$ cat config.mk
export PLATFORM = sky130hd
export DESIGN_NAME = h264invdc_transform
export DESIGN_NICKNAME = d
export VERILOG_FILES = /design/src/rtl/h264invdc_pkg.sv /design/src/rtl/h264invdc_hadamard4.sv /design/src/rtl/h264invdc_transform.sv
export SDC_FILE = /design/constraint.sdc
export NUM_CORES = 1
export LEC_CHECK = 0
export ABC_AREA = 1
export BUFFER_PORTS_ARGS = -buffer_cell sky130_fd_sc_hd__buf_4
export CAP_MARGIN = 20
export CELL_PAD_IN_SITES_DETAIL_PLACEMENT = 1
export CELL_PAD_IN_SITES_GLOBAL_PLACEMENT = 1
export CORE_UTILIZATION = 30
export CTS_BUF_LIST = sky130_fd_sc_hd__clkbuf_16
export CTS_CLUSTER_DIAMETER = 200
export CTS_CLUSTER_SIZE = 10
export DETAILED_ROUTE_END_ITERATION = 12
export HOLD_SLACK_MARGIN = 0.12
export PLACE_DENSITY_LB_ADDON = 0.12
export SLEW_MARGIN = 20
export SYNTH_ARGS = -nofsm -noshare
export SYNTH_HDL_FRONTEND = slang
export SYNTH_SLANG_ARGS = --single-unit
$ cat constraint.sdc
create_clock -name CLK -period 14.6 [get_ports CLK]
set_input_delay 1.46 -clock CLK [delete_from_list [all_inputs] [get_ports CLK]]
set_output_delay 1.46 -clock CLK [all_outputs]
set_load 0.05 [all_outputs]
$ cat src/rtl/h264invdc_pkg.sv
// Shared widths, FSM state encoding and Hadamard sign pattern for the luma-DC inverse transform.
// Pure declarations: no latency and no flow control of its own.
package h264invdc_pkg;

  localparam int IN_W_DEF  = 16;
  localparam int OUT_W_DEF = 20;

  typedef enum logic [2:0] {
    ST_LOAD0 = 3'd0,
    ST_LOAD1 = 3'd1,
    ST_LOAD2 = 3'd2,
    ST_LOAD3 = 3'd3,
    ST_OUT0  = 3'd4,
    ST_OUT1  = 3'd5,
    ST_OUT2  = 3'd6,
    ST_OUT3  = 3'd7
  } state_e;

  // Bit k of entry i is set where H[i][k] = -1 (H is symmetric).
  localparam logic [3:0] H_NEG [4] = '{4'b0000, 4'b1100, 4'b0110, 4'b1010};

endpackage

$ cat src/rtl/h264invdc_hadamard4.sv
// 4-point Hadamard butterfly, W-bit signed in, W+2-bit signed out.
// Purely combinational: zero latency, no flow control.
module h264invdc_hadamard4
  import h264invdc_pkg::*;
#(
  parameter int W = IN_W_DEF
) (
  input  logic signed [W-1:0] x_i [4],
  output logic signed [W+1:0] y_o [4]
);

  logic signed [W+1:0] ext [4];

  for (genvar k = 0; k < 4; k++) begin : g_ext
    assign ext[k] = {{2{x_i[k][W-1]}}, x_i[k]};
  end

  always_comb begin
    for (int i = 0; i < 4; i++) begin
      y_o[i] = '0;
      for (int k = 0; k < 4; k++) begin
        if (H_NEG[i][k]) y_o[i] = y_o[i] - ext[k];
        else             y_o[i] = y_o[i] + ext[k];
      end
    end
  end

endmodule

$ cat src/rtl/h264invdc_transform.sv
// Inverse 4x4 luma-DC Hadamard: four rows in, four column beats out one cycle after row 3.
// READY drops for the four output cycles, so at most one block is taken every 8 cycles.
module h264invdc_transform
  import h264invdc_pkg::*;
#(
  parameter int IN_W  = IN_W_DEF,
  parameter int OUT_W = OUT_W_DEF
) (
  input  logic                    CLK,
  input  logic                    RESET,
  input  logic                    ENABLE,
  input  logic signed [IN_W-1:0]  DIN0,
  input  logic signed [IN_W-1:0]  DIN1,
  input  logic signed [IN_W-1:0]  DIN2,
  input  logic signed [IN_W-1:0]  DIN3,
  output logic                    READY,
  output logic                    VALID,
  output logic                    LAST,
  output logic signed [OUT_W-1:0] DOUT0,
  output logic signed [OUT_W-1:0] DOUT1,
  output logic signed [OUT_W-1:0] DOUT2,
  output logic signed [OUT_W-1:0] DOUT3
);

  state_e state_q, state_d;
  logic   is_load, accept;
  logic   [1:0] sel;

  logic signed [IN_W-1:0]  row_in  [4];
  logic signed [IN_W+1:0]  row_res [4];
  logic signed [IN_W+1:0]  arr_q   [4][4];
  logic signed [IN_W+1:0]  col_in  [4];
  logic signed [IN_W+3:0]  col_res [4];
  logic signed [OUT_W-1:0] dout_q  [4];
  logic                    valid_q, last_q;

  assign is_load = ~state_q[2];
  assign accept  = is_load & ENABLE;
  assign sel     = state_q[1:0];

  assign row_in[0] = DIN0;
  assign row_in[1] = DIN1;
  assign row_in[2] = DIN2;
  assign row_in[3] = DIN3;

  for (genvar k = 0; k < 4; k++) begin : g_col
    assign col_in[k] = arr_q[k][sel];
  end

  h264invdc_hadamard4 #(.W(IN_W)) u_row (
    .x_i (row_in),
    .y_o (row_res)
  );

  h264invdc_hadamard4 #(.W(IN_W + 2)) u_col (
    .x_i (col_in),
    .y_o (col_res)
  );

  // LOAD3 + 1 lands on OUT0 and OUT3 + 1 wraps to LOAD0 by encoding.
  always_comb begin
    state_d = state_q;
    if (!is_load || ENABLE) state_d = state_e'(3'(state_q + 3'd1));
  end

  always_ff @(posedge CLK or posedge RESET) begin
    if (RESET) begin
      state_q <= ST_LOAD0;
      valid_q <= 1'b0;
      last_q  <= 1'b0;
      for (int i = 0; i < 4; i++) begin
        dout_q[i] <= '0;
        for (int k = 0; k < 4; k++) arr_q[i][k] <= '0;
      end
    end else begin
      state_q <= state_d;
      valid_q <= ~is_load;
      last_q  <= (state_q == ST_OUT3);
      if (!is_load) begin
        for (int i = 0; i < 4; i++) dout_q[i] <= OUT_W'(col_res[i]);
      end
      if (accept) begin
        for (int k = 0; k < 4; k++) arr_q[sel][k] <= row_res[k];
      end
    end
  end

  assign READY = is_load;
  assign VALID = valid_q;
  assign LAST  = last_q;
  assign DOUT0 = dout_q[0];
  assign DOUT1 = dout_q[1];
  assign DOUT2 = dout_q[2];
  assign DOUT3 = dout_q[3];

endmodule

Word level (Yosys, flattened, before mapping)
Index checks and enable logic that the tools add are counted.
W data, S select, Z words.
{ "word_totals": {"regBits": 373, "in_bits": 67, "output_inout_bits": 83, "word_cells": 76} }
{ "classes": {"addsub": 21, "order_cmp": 2, "n_eq_ne": 1, "muxes": 24, "bitwise": 3, "reduce_logical": 2} }
{ "ops": {"columns": ["op", "count"], "rows": [
  ["$bwmux W288", 4],
  ["$demux W72 S2", 4],
  ["$mux W18", 9],
  ["$bmux W18 S2", 4],
  ["$mux W72", 1],
  ["$mux W54", 1],
  ["$add A19 B18 Y20", 2],
  ["$add A20 B18 Y20", 2],
  ["$sub A19 B18 Y20", 2],
  ["$sub A20 B18 Y20", 2],
  ["$add A17 B16 Y18", 2],
  ["$add A18 B16 Y18", 2],
  ["$mux W36", 1],
  ["$sub A17 B16 Y18", 2],
  ["$sub A18 B16 Y18", 2],
  ["$add A18 B18 Y19", 1],
  ["$sub A18 B18 Y19", 1],
  ["$add A16 B16 Y17", 1],
  ["$sub A16 B16 Y17", 1],
  ["$add A3 B1 Y3 const B", 1],
  ["$eq A3 B3 Y1 const B", 1],
  ["$ge A3 B3 Y1 const B", 1],
  ["$lt A3 B1 Y1 const B", 1],
  ["$not A2 Y3", 1],
  ["other kinds (4)", 4]
]} }

Logic depth before layout (Yosys ltp)
Gate-level depths: netlist of run 1.
{ "logic_depth": {"depth_word": 9, "ltp_mapped": 34, "depth_no_buf": 30} }

Cells and area by module
From an unflattened synthesis of run 1, not the netlist that was laid out.
{ "hier_totals": {"cells_unflattened": 5065, "area_unflattened_um2": 34330.4} }
{ "modules_own_cells": {"columns": ["module", "instances", "cells_per_inst", "area_per_inst_um2", "seq_area_each_um2"], "rows": [
  ["h264invdc_transform", 1, 2479, 18610.3, 9334.0],
  ["h264invdc_hadamard4 at u_col", 1, 1321, 8200.4, 0.0],
  ["h264invdc_hadamard4 at u_row", 1, 1265, 7519.7, 0.0]
]} }

Least setup slack after synthesis of run 1
No wires, ideal clock.
{ "synth_path": {"path_kind": "in2reg", "from": "input port DIN1[2]", "to": "register arr_q[70] (netlist name)", "setup_ns": 0.118, "arrival_time_ns": 4.399, "required_time_ns": 14.482, "path_slack_ns": 10.083, "path_stages": 20, "path_buffers": 1, "cell_sequence": "inv_1 ha_1 buf_6 or2_0 o21ai_2 nand2_2 nand2_4 nand3_1 nand2_1 xor2_1 fa_1 inv_1 ha_1 a21oi_1 o21a_1 nor2_1 nor2_1 nand3_1 nand3_1 nand2_1"} }
{ "synth_between": {"elab_chain_cells": 7, "elab_cells_between_ends": 14, "classes_between": "add/sub (10); mux (4)"} }
{ "synth_lines": {"columns": ["element", "line", "text"], "rows": [
  ["from (decl)", "h264invdc_transform.sv:13", "input logic signed [IN_W-1:0] DIN1,"],
  ["$add A16 B16 Y17", "h264invdc_hadamard4.sv:23", "else y_o[i] = y_o[i] + ext[k];"],
  ["$add A17 B16 Y18", "h264invdc_hadamard4.sv:23", null],
  ["$add A18 B16 Y18", "h264invdc_hadamard4.sv:23", null],
  ["$bwmux W288 (3 in series)", "h264invdc_transform.sv:83", "for (int k = 0; k < 4; k++) arr_q[sel][k] <= row_res[k];"],
  ["$bwmux W288 *", "h264invdc_transform.sv:83", null]
]} }
Mark *: on every way between the ends. The rest lies on a longest branch, timed or not.
A chain may end at the register's enable or synchronous reset.

Worst setup path in the final report of run 1
{ "layout_path": {"from": "register state_q[1]", "to": "register dout_q (netlist bit DOUT3[15])"} }
{ "layout_between": {"elab_chain_cells": 7, "elab_cells_between_ends": 16, "classes_between": "add/sub (3); mux (12); bitwise (1)"} }
{ "layout_lines": {"columns": ["element", "line", "text"], "rows": [
  ["from (decl)", "h264invdc_transform.sv:25", "state_e state_q, state_d;"],
  ["from (signal assigned)", "h264invdc_transform.sv:76", "state_q <= state_d;"],
  ["$not A2 Y3 (not written as such) *", "h264invdc_transform.sv:47", "assign col_in[k] = arr_q[k][sel];"],
  ["$bmux W18 S2", "h264invdc_transform.sv:47", null],
  ["$mux W18 (not written as such) (2 in series)", "h264invdc_transform.sv:47", null],
  ["$sub A18 B18 Y19", "h264invdc_hadamard4.sv:22", "if (H_NEG[i][k]) y_o[i] = y_o[i] - ext[k];"],
  ["$add A19 B18 Y20", "h264invdc_hadamard4.sv:23", null],
  ["$sub A20 B18 Y20 *", "h264invdc_hadamard4.sv:22", null],
  ["to (signal, indexed assignment)", "h264invdc_transform.sv:72", "dout_q[i] <= '0;"],
  ["to (decl)", "h264invdc_transform.sv:34", "logic signed [OUT_W-1:0] dout_q [4];"]
]} }
Mark *: on every way between the ends. The rest lies on a longest branch, timed or not. The select of a mux whose other input is x is not followed.

==> results of run 1 <==
## layout make-up
cell class,instances,area (sq um)
fillers,13000,68600
well taps,1380,1730
flip-flops and latches,368,9210
repair buffers,168,1290
inverters,608,2300
clock inverters,6,91.3
diodes,1,2.50
clock buffers,42,1050
multi-input cells,3249,19100
## cells in the mapped netlist (all sizes together)
cell,count
nand2,1434
inv,607
dfrtp,368
nand3,334
nor2,270
o21ai,260
ha,217
a21oi,216
fa,150
buf,74
clkbuf,74
xor2,61
xnor2,53
a32oi,52
nand3b,35
or2,34
o21bai,29
nor3,25
nand4,22
o22ai,13
nor4,10
o21a,9
a21o,7
a31oi,6
and2,4
a21boi,2
a211oi,1
and3,1
clkinv,1
nor3b,1
o2111ai,1
o211ai,1
o31ai,1
## registers in the layout (all words and copies together) (netlist names)
| register | cells |
|---|---|
| VALID | 1 |
| state_q | 3 |
| LAST | 1 |
| DOUT3 | 20 |
| DOUT1 | 19 |
| arr_q | 284 |
| DOUT0 | 20 |
| DOUT2 | 20 |
## routing by layer
metal  routed length, microns  GRT usage  up-vias
met3                     2300     0.0163      158
li1                         -          -    13900
met5                        0          0        -
met4                     4240     0.0769        0
met2                    58100      0.396      395
met1                    53900      0.289    14000
## stage by stage
| step | instances | cell area, sq um |
|---|---|---|
| 2_1_floorplan | 4373 | 31200 |
| 3_3_place_gp | 5773 | 33600 |
| 3_5_place_dp | 5773 | 33600 |
| 4_1_cts | 5821 | 34700 |
| 5_1_grt | 5821 | 34700 |
| 6_report | 5822 | 34700 |
## kinds of logic after synthesis
logic type	Yosys count	share of synthesized area
AO/OA/AOI/OAI	598	0.108
XOR/XNOR	114	0.0320
adder cells (fa/ha/maj)	367	0.183
buffers and inverters	756	0.0961
flip-flops	368	0.295
AND/OR/NAND/NOR	2170	0.286
## worst min path at each step
stage | end | depth (start not counted) | startpoint
final | VALID | 0 | state_q[2]
after global routing | VALID | 0 | state_q[2]
after CTS | VALID | 0 | state_q[2]
after detailed placement | VALID | 0 | state_q[2]
after global placement | VALID | 0 | state_q[2]
after floorplan | VALID | 0 | state_q[2]
==> results.cfg, run 1 <==
[outcome]
status = finished, violations left
violations = DRC

[global_routing]
grt_util_all_layers = 0.225
grt_pass1_vias = 30500
antenna_found_initial = 0
gr-total-overflow = 0
grt_pass1_wl_microns = 183000
grt_max_degree = 163

[detailed_routing]
wire_per_inst_microns = 20.4
ant_nets = 0
initialDrtViolationCount = 1191
dr.pass1.iters = 9
vias_per_cell = 4.88
drt-total-wl_microns = 119000
drc = 4
via_count = 28400

[yosys]
synth_seq_area_share = 0.295
yosys-top-cells-area = dfrtp_1 29%, nand2_1 17%, fa_1 9.6%
mappedNetlistNets = 4807
synth_top_area_cell = dfrtp_1
yosys_warnings = 0
syn_area_sq_um = 31200
netlist.area_leader.share = 0.295
avgSynthCellArea_sq_um = 7.14
syn_inst = 4373
ys_ff_latch = 368
synth_cell_types = 48

[worst_setup_path]
timing.rr.start = state_q[1]
slowest_delay_ps = 710
slowest_stage = buf_4
path_cells = inv_4 -> buf_4 -> a21oi_1 -> a32oi_1 -> inv_1 -> ha_1 -> nand2_1 -> o21ai_1 -> a21oi_1 -> nand2_1 -> xor2_1 -> fa_1 -> inv_1 -> ha_1 -> nand2_1 -> nor2_1 -> nand3_1 -> nand3_1 -> nand2_1 -> nand2_1 -> nand2_1 -> nand3_1 -> nand2_1
crit_start = state_q[1]
path_depth = 23
crit_end = DOUT3[15]
ff2ff_path_depth = 23
worstSetupEndpointType = flip-flop
crit_family = simple AND/OR/NAND/NOR gates
arrival_ps = 7390
cp_common_cell = nand2_1
path_max_fanout = 70
timing_worst_setup_path_type = reg2reg
r2r-end = DOUT3[15]
cp.required_ps = 15080
worst-path-buf-inv = 4
rrSetupSlack_ps = 7690
start_kind = flip-flop

[sta]
finalHoldViolCount = 0
worst_slack_ps = 7690
period_share = 0.473
tightestPinTransition_ps = 1080
whs_ps = 469
finalSetupViolations = 0
relSlewSlack = 0.280
rsz0062_at_grt = no
drv_slew = 0
tns_ps = 0
fin_crit_ps = 6910
clock_skew_ps = 27.6
max_freq_mhz = 145

[cells_and_area]
area_growth_pct = 11.2
nets = 4871
final_cell_mix = 1430 x nand2_1, 597 x inv_1, 366 x dfrtp_1
layout-drive-gt1-share = 0.0619
mostFrequentLayoutCell = nand2_1
utilization = 0.336

[clocking]
cts_tree = done
cts_sinks = 368
clockBufferDepth = 3
post_cts_buffers = 0
postCtsHoldBufs = 0
clock_latency_ps = 620
cts.clk_slew.worst_paths_ps = 60
htree_num_levels = 2
cts_buffers = 42
cts_resized = 0
cts_root_buf = clkbuf_16

[place]
place_ws_ps = 7830
place_congestion = 0.885
port_buffers = 149
dp_hpwl_microns = 94100

[job]
cap_violations = 0

[floorplanning]
die_area_sq_um = 105000
start_util = 0.302
core.rowCount = 118
die_y_microns = 325
core_area_sq_um = 103000
die_w_microns = 325
ioPinCount = 150

[min_path]
hp-class = reg2reg
Power of run 1 is not shown: default switching activity piles up to over one toggle a cycle in this logic, so the estimate is an artifact.
==> run 2, diff against run 1 <==
--- a/config.mk
+++ b/config.mk
@@ -5,7 +5,7 @@
 export SDC_FILE = /design/constraint.sdc
 export NUM_CORES = 1
 export LEC_CHECK = 0
-export ABC_AREA = 1
+export ABC_AREA = 0
 export BUFFER_PORTS_ARGS = -buffer_cell sky130_fd_sc_hd__buf_4
 export CAP_MARGIN = 20
 export CELL_PAD_IN_SITES_DETAIL_PLACEMENT = 1
==> constraint.sdc (replaced) <==
create_clock -name CLK -period 5.6 [get_ports CLK]
set_input_delay 0.56 -clock CLK [delete_from_list [all_inputs] [get_ports CLK]]
set_output_delay 0.56 -clock CLK [all_outputs]
set_load 0.05 [all_outputs]
==> run 2 against run 1 <==
Compared with the run above: the run now ends clean; register-to-register slack got worse by 7700 ps; clock skew increased by 6.2 ps; non-clock buffer count rose by 280; core utilization rose by 3.8 points; sequential share of layout area down 0.13 points; global-route usage decreased by 3.6 points; hold slack worse by 330 ps; via count shrank 21%; final cell count shrank 20%; critical path type unchanged; critical endpoint is now DOUT3[19].
==> results.cfg, run 2 <==
[sta]
rsz0062_at_grt = yes
max_freq_mhz = 179
tightestPinTransition_ps = 1060
period_share = 0.999
drv_slew = 0
finalSetupViolations = 0
clock_skew_ps = 33.8
fin_crit_ps = 5590
relSlewSlack = 0.291
whs_ps = 140
finalHoldViolCount = 0

[yosys]
ys_ff_latch = 368
yosys_warnings = 0
yosysMostFrequentCell = nand2_1
netlist.area_leader.share = 0.325
syn_area_sq_um = 28400
synth_common_cells = 389 x nand2_1, 372 x inv_1, 368 x dfrtp_1
yosys-top-cells-area = dfrtp_1 32%, fa_1 11%, ha_1 9.6%
synth_seq_area_share = 0.325
ys_async_sr_fraction = 1.00
syn_inst = 3016
ys.flop_type = dfrtp_1
avgSynthCellArea_sq_um = 9.40
synth_edf_count = 0
mappedNetlistNets = 3450
synth_top_area_cell = dfrtp_1
synth_cell_types = 85

[worst_setup_path]
path_max_fanout = 6
start_kind = flip-flop
ff2ff_path_depth = 23
worstSetupEndpointType = flip-flop
crit_end = DOUT3[19]
cp.required_ps = 6070
rrSetupSlack_ps = 7
timing_worst_setup_path_type = reg2reg
timing.rr.start = state_q[0]
arrival_ps = 6070
crit_start = state_q[0]
r2r-end = DOUT3[19]

[cells_and_area]
final_cell_mix = 437 x buf_4, 383 x nand2_1, 365 x dfrtp_1
regMostFlops = arr_q
largest_register_ff_count = 284
mostFrequentLayoutCell = buf_4
area_growth_pct = 23.2
nets = 3826
layout-drive-gt1-share = 0.235

[outcome]
status = finished clean

[detailed_routing]
vias_per_cell = 4.82
ant_nets = 0
wire_per_inst_microns = 19.1
drc = 0
initialDrtViolationCount = 767
dr.pass1.iters = 5
via_count = 22400
drt-total-wl_microns = 88800

[global_routing]
grt_pass1_vias = 24900
grt_util_all_layers = 0.189
grt_max_degree = 159
gr-total-overflow = 0
grt_pass1_wl_microns = 141000
antenna_found_initial = 0

[place]
place_congestion = 0.898
port_buffers = 149
dp_hpwl_microns = 71100

[floorplanning]
core.rowCount = 112
ioPinCount = 150
die_y_microns = 309
core_area_sq_um = 93500
die_area_sq_um = 95800
die_w_microns = 309
start_util = 0.303

[clocking]
cts_sinks = 368
cts_tree = done
cts_root_buf = clkbuf_16
cts_buffers = 42
cts.clk_slew.worst_paths_ps = 60
htree_num_levels = 2
clockBufferDepth = 3
clock_latency_ps = 600

[job]
cap_violations = 0

[min_path]
hp-class = in2async
-- run 2: changes by cell type after synthesis, moves of 32 or more --
cell	delta
a21o_1	+49
a32oi_1	-52
a21oi_1	-63
buf_2	-41
nand3_1	-299
nand3b_1	-34
mux2_2	+56
xnor2_1	+71
nand2_1	-1041
o21ai_0	+56
mux4_2	+68
inv_1	-226
nor2_1	-136
nor2b_1	+32
-- run 2: repair_timing --
item,in CTS,in global routing
hold buffers,0,0
pin swaps,48,51
gates cloned,1,0
setup endpoints to repair,23,27
resized for setup,79,95
setup buffers,30,14
-- run 2: cell families after synthesis --
family          share of synthesized area
compound gates                      0.160
simple gates                        0.114
buf+inv                            0.0650
fa+ha+maj                           0.202
flops                               0.325
xor+xnor                           0.0547
mux                                0.0791
-- run 2: worst min-delay path by stage --
stage	endpoint	slack, ps	cells after the start
global placement	arr_q[5]	460	2
CTS	arr_q[128]	130	2
global route	arr_q[182]	180	2
finish	arr_q[128]	140	2
floorplan	VALID	380	0
detailed placement	arr_q[47]	470	2
-- run 2: metrics by stage --
step	area, sq um	TNS [ps]	setup slack (ps)	std cells	utilization
5_1_grt	34900	-1630	-221	4650	0.374
3_3_place_gp	32600	-1550	-229	4557	0.349
3_5_place_dp	32600	-3830	-344	4557	0.349
4_1_cts	34400	-75.2	-75.2	4636	0.368
6_report	34900	0	7.47	4651	0.374
2_1_floorplan	28400	0	10.8	3016	-
-- run 2: layer usage --
layer	GRT usage	share of wire	wire length [microns]	vias up
met2	0.320	0.48	42200	265
met5	0	0	0	-
met1	0.256	0.48	42200	11200
met4	0.0466	0.023	2040	0
met3	0.0200	0.026	2310	104
li1	-	-	-	10900
-- run 2: critical path, stage by stage (launching register included) --
cell	delay (ps)
dfrtp_4	520
buf_4	150
mux4_2	520
buf_4	170
inv_1	60
fa_2	230
nor2b_4	50
o21ai_2	150
a21oi_2	110
o211ai_2	210
a21oi_2	110
or4_4	490
a311oi_4	290
o2111a_1	240
a311oi_2	70
fa_1	560
inv_1	70
ha_1	190
or3_1	370
a211o_1	320
a31oi_2	160
mux2i_1	240
xnor2_1	140
a21oi_1	80
-- run 2: cell type report --
class,count,area (sq um)
sequential,368,9220
clock inverter,6,70.1
clock buffer,42,1050
tap,1254,1570
multi-input combinational,2158,18200
antenna,1,2.50
inverter,374,1410
timing repair buffer,448,3460
fill,10700,58500
Power of run 2 is left out for the same reason.
==> run 3, diff against run 2 <==
--- a/config.mk
+++ b/config.mk
@@ -7,9 +7,9 @@
 export LEC_CHECK = 0
 export ABC_AREA = 0
 export BUFFER_PORTS_ARGS = -buffer_cell sky130_fd_sc_hd__buf_4
-export CAP_MARGIN = 20
 export CELL_PAD_IN_SITES_DETAIL_PLACEMENT = 1
 export CELL_PAD_IN_SITES_GLOBAL_PLACEMENT = 1
+export CORE_MARGIN = 8
 export CORE_UTILIZATION = 30
 export CTS_BUF_LIST = sky130_fd_sc_hd__clkbuf_16
 export CTS_CLUSTER_DIAMETER = 200
==> constraint.sdc (replaced) <==
create_clock -name CLK -period 7.05 [get_ports CLK]
set_input_delay 0.705 -clock CLK [delete_from_list [all_inputs] [get_ports CLK]]
set_output_delay 0.705 -clock CLK [all_outputs]
set_load 0.05 [all_outputs]
==> run 3 against run 2 <==
Compared with the run above: cell area fell by 8.4%; core utilization shrank 3.2 points; critical path depth decreased by 1; routed wire length shrank 2.9%; global-route usage fell by 2.5 points; register-to-register slack better by 540 ps; via count shrank 4.1%.
==> results.cfg, run 3 (synthesis results as in run 2) <==
[worst_setup_path]
slowest_delay_ps = 830
start_kind = flip-flop
path_cells = mux4_2 -> ha_1 -> nand2b_1 -> a21o_1 -> a21oi_1 -> o21ai_1 -> a211oi_1 -> o21ai_1 -> a31oi_1 -> nor2_1 -> xnor2_1 -> fa_1 -> inv_1 -> ha_1 -> nand4_1 -> nor2_1 -> a211oi_1 -> o21ai_2 -> o41ai_1 -> mux2_1 -> or3_1 -> a31oi_1
timing.rr.start = state_q[0]
path_max_fanout = 30
ff2ff_path_depth = 22
slowest_stage = dfrtp_4
crit_family = compound AO/OA/AOI/OAI gates
cp.required_ps = 7570
arrival_ps = 7020
timing_worst_setup_path_type = reg2reg
r2r-end = DOUT0[19]
rrSetupSlack_ps = 540
worst-path-buf-inv = 1
worstSetupEndpointType = flip-flop

[cells_and_area]
mostFrequentLayoutCell = nand2_1
nets = 3550
regMostFlops = arr_q
layout-drive-gt1-share = 0.125
area_growth_pct = 12.8
fillCellCount = 10700
largest_register_ff_count = 284
final_cell_mix = 385 x nand2_1, 374 x inv_1, 365 x dfrtp_1

[detailed_routing]
vias_per_cell = 4.91
wire_per_inst_microns = 19.7
initialDrtViolationCount = 1098
drc = 0
drt-total-wl_microns = 86300
via_count = 21500
ant_nets = 0
dr.pass1.iters = 4

[sta]
relSlewSlack = 0.296
fin_crit_ps = 6510
tightestPinTransition_ps = 1060
finalHoldViolCount = 0
drv_slew = 0
rsz0062_at_grt = no
tns_ps = 0
finalSetupViolations = 0
max_freq_mhz = 154
period_share = 0.923
clock_skew_ps = 34.7

[clocking]
cts_resized = 0
clock_latency_ps = 590
cts_tree = done
post_cts_buffers = 0
clockBufferDepth = 3
cts_root_buf = clkbuf_16
cts_sinks = 368
postCtsHoldBufs = 0
cts.clk_slew.worst_paths_ps = 60
cts_buffers = 42
htree_num_levels = 2

[place]
port_buffers = 149
place_congestion = 0.861
dp_hpwl_microns = 69300

[floorplanning]
ioPinCount = 150
die_area_sq_um = 105000
die_y_microns = 323
core_area_sq_um = 93500
start_util = 0.303
core.rowCount = 112
die_w_microns = 323

[global_routing]
antenna_found_initial = 1
grt_util_all_layers = 0.164
grt_pass1_vias = 23600
grt_max_degree = 112
grt_pass1_wl_microns = 136000
gr-total-overflow = 0

[outcome]
status = finished clean

[job]
cap_violations = 0

[min_path]
hp-class = in2async
-- run 3: cell count changes in the layout (fill, tap and decap cells not counted), moves of 6 or more --
cell / before / now
buf_4: 437 / 170
ha_1: 195 / 217
a21oi_1: 132 / 151
a21oi_2: 19 / 3
ha_4: 15 / 0
inv_1: 361 / 374
inv_2: 13 / 1
o21ai_0: 296 / 305
a211oi_1: 9 / 16
ha_2: 7 / 0
xnor2_1: 117 / 124
xnor2_2: 7 / 0
buf_6: 6 / 0
o21bai_1: 25 / 31
-- run 3: worst reg2reg max path, delay by kind of cell, from the launching register on --
family	cells	cell delay (ps)
adders and majority gates	3	1190
and+or+nand+nor	5	770
AOI/OAI and AO/OA	10	2180
buffers and inverters	1	100
xor gates and xnor gates	1	330
muxes	2	1010
DFF	1	830
-- run 3: cell type report --
type	instances	area [sq um]	area share
clock inverter	7	73.8	0.00231
antenna	4	10.0	0.000313
timing repair buffer	172	1320	0.0411
sequential	368	9220	0.288
inverter	374	1410	0.0440
clock buffer	42	1050	0.0329
multi-input combinational	2158	17300	0.542
tap	1254	1570	0.0490
-- run 3: worst max path at each step --
stage	startpoint	to	slack, ps	depth (start not counted)
4_1_cts	state_q[0]	DOUT0[19]	460	22
3_5_place_dp	state_q[0]	DOUT0[19]	490	22
2_1_floorplan	state_q[0]	DOUT2[19]	840	22
5_1_grt	state_q[0]	DOUT0[19]	70	19
6_report	state_q[0]	DOUT0[19]	540	22
3_3_place_gp	state_q[0]	DOUT0[19]	610	22
-- run 3: metal layers --
metal,track usage,vias up,wire (microns)
li1,-,10300,-
met1,0.228,10800,42400
met2,0.270,290,39400
met3,0.0202,109,2480
met4,0.0412,0,2010
met5,0,-,0
-- run 3: stage by stage --
step                      instances  hold slack (ps)  area [sq um]   util  worst slack, ps
final                          4379              154         32000  0.342              545
after global routing           4375              150         32000  0.342             70.6
after CTS                      4375              126         32000  0.342              460
after detailed placement       4326              463         30900  0.330              485
after global placement         4326              457         30900  0.330              609
after floorplan                3016              378         28400      -              836
Power of run 3 is left out for the same reason.
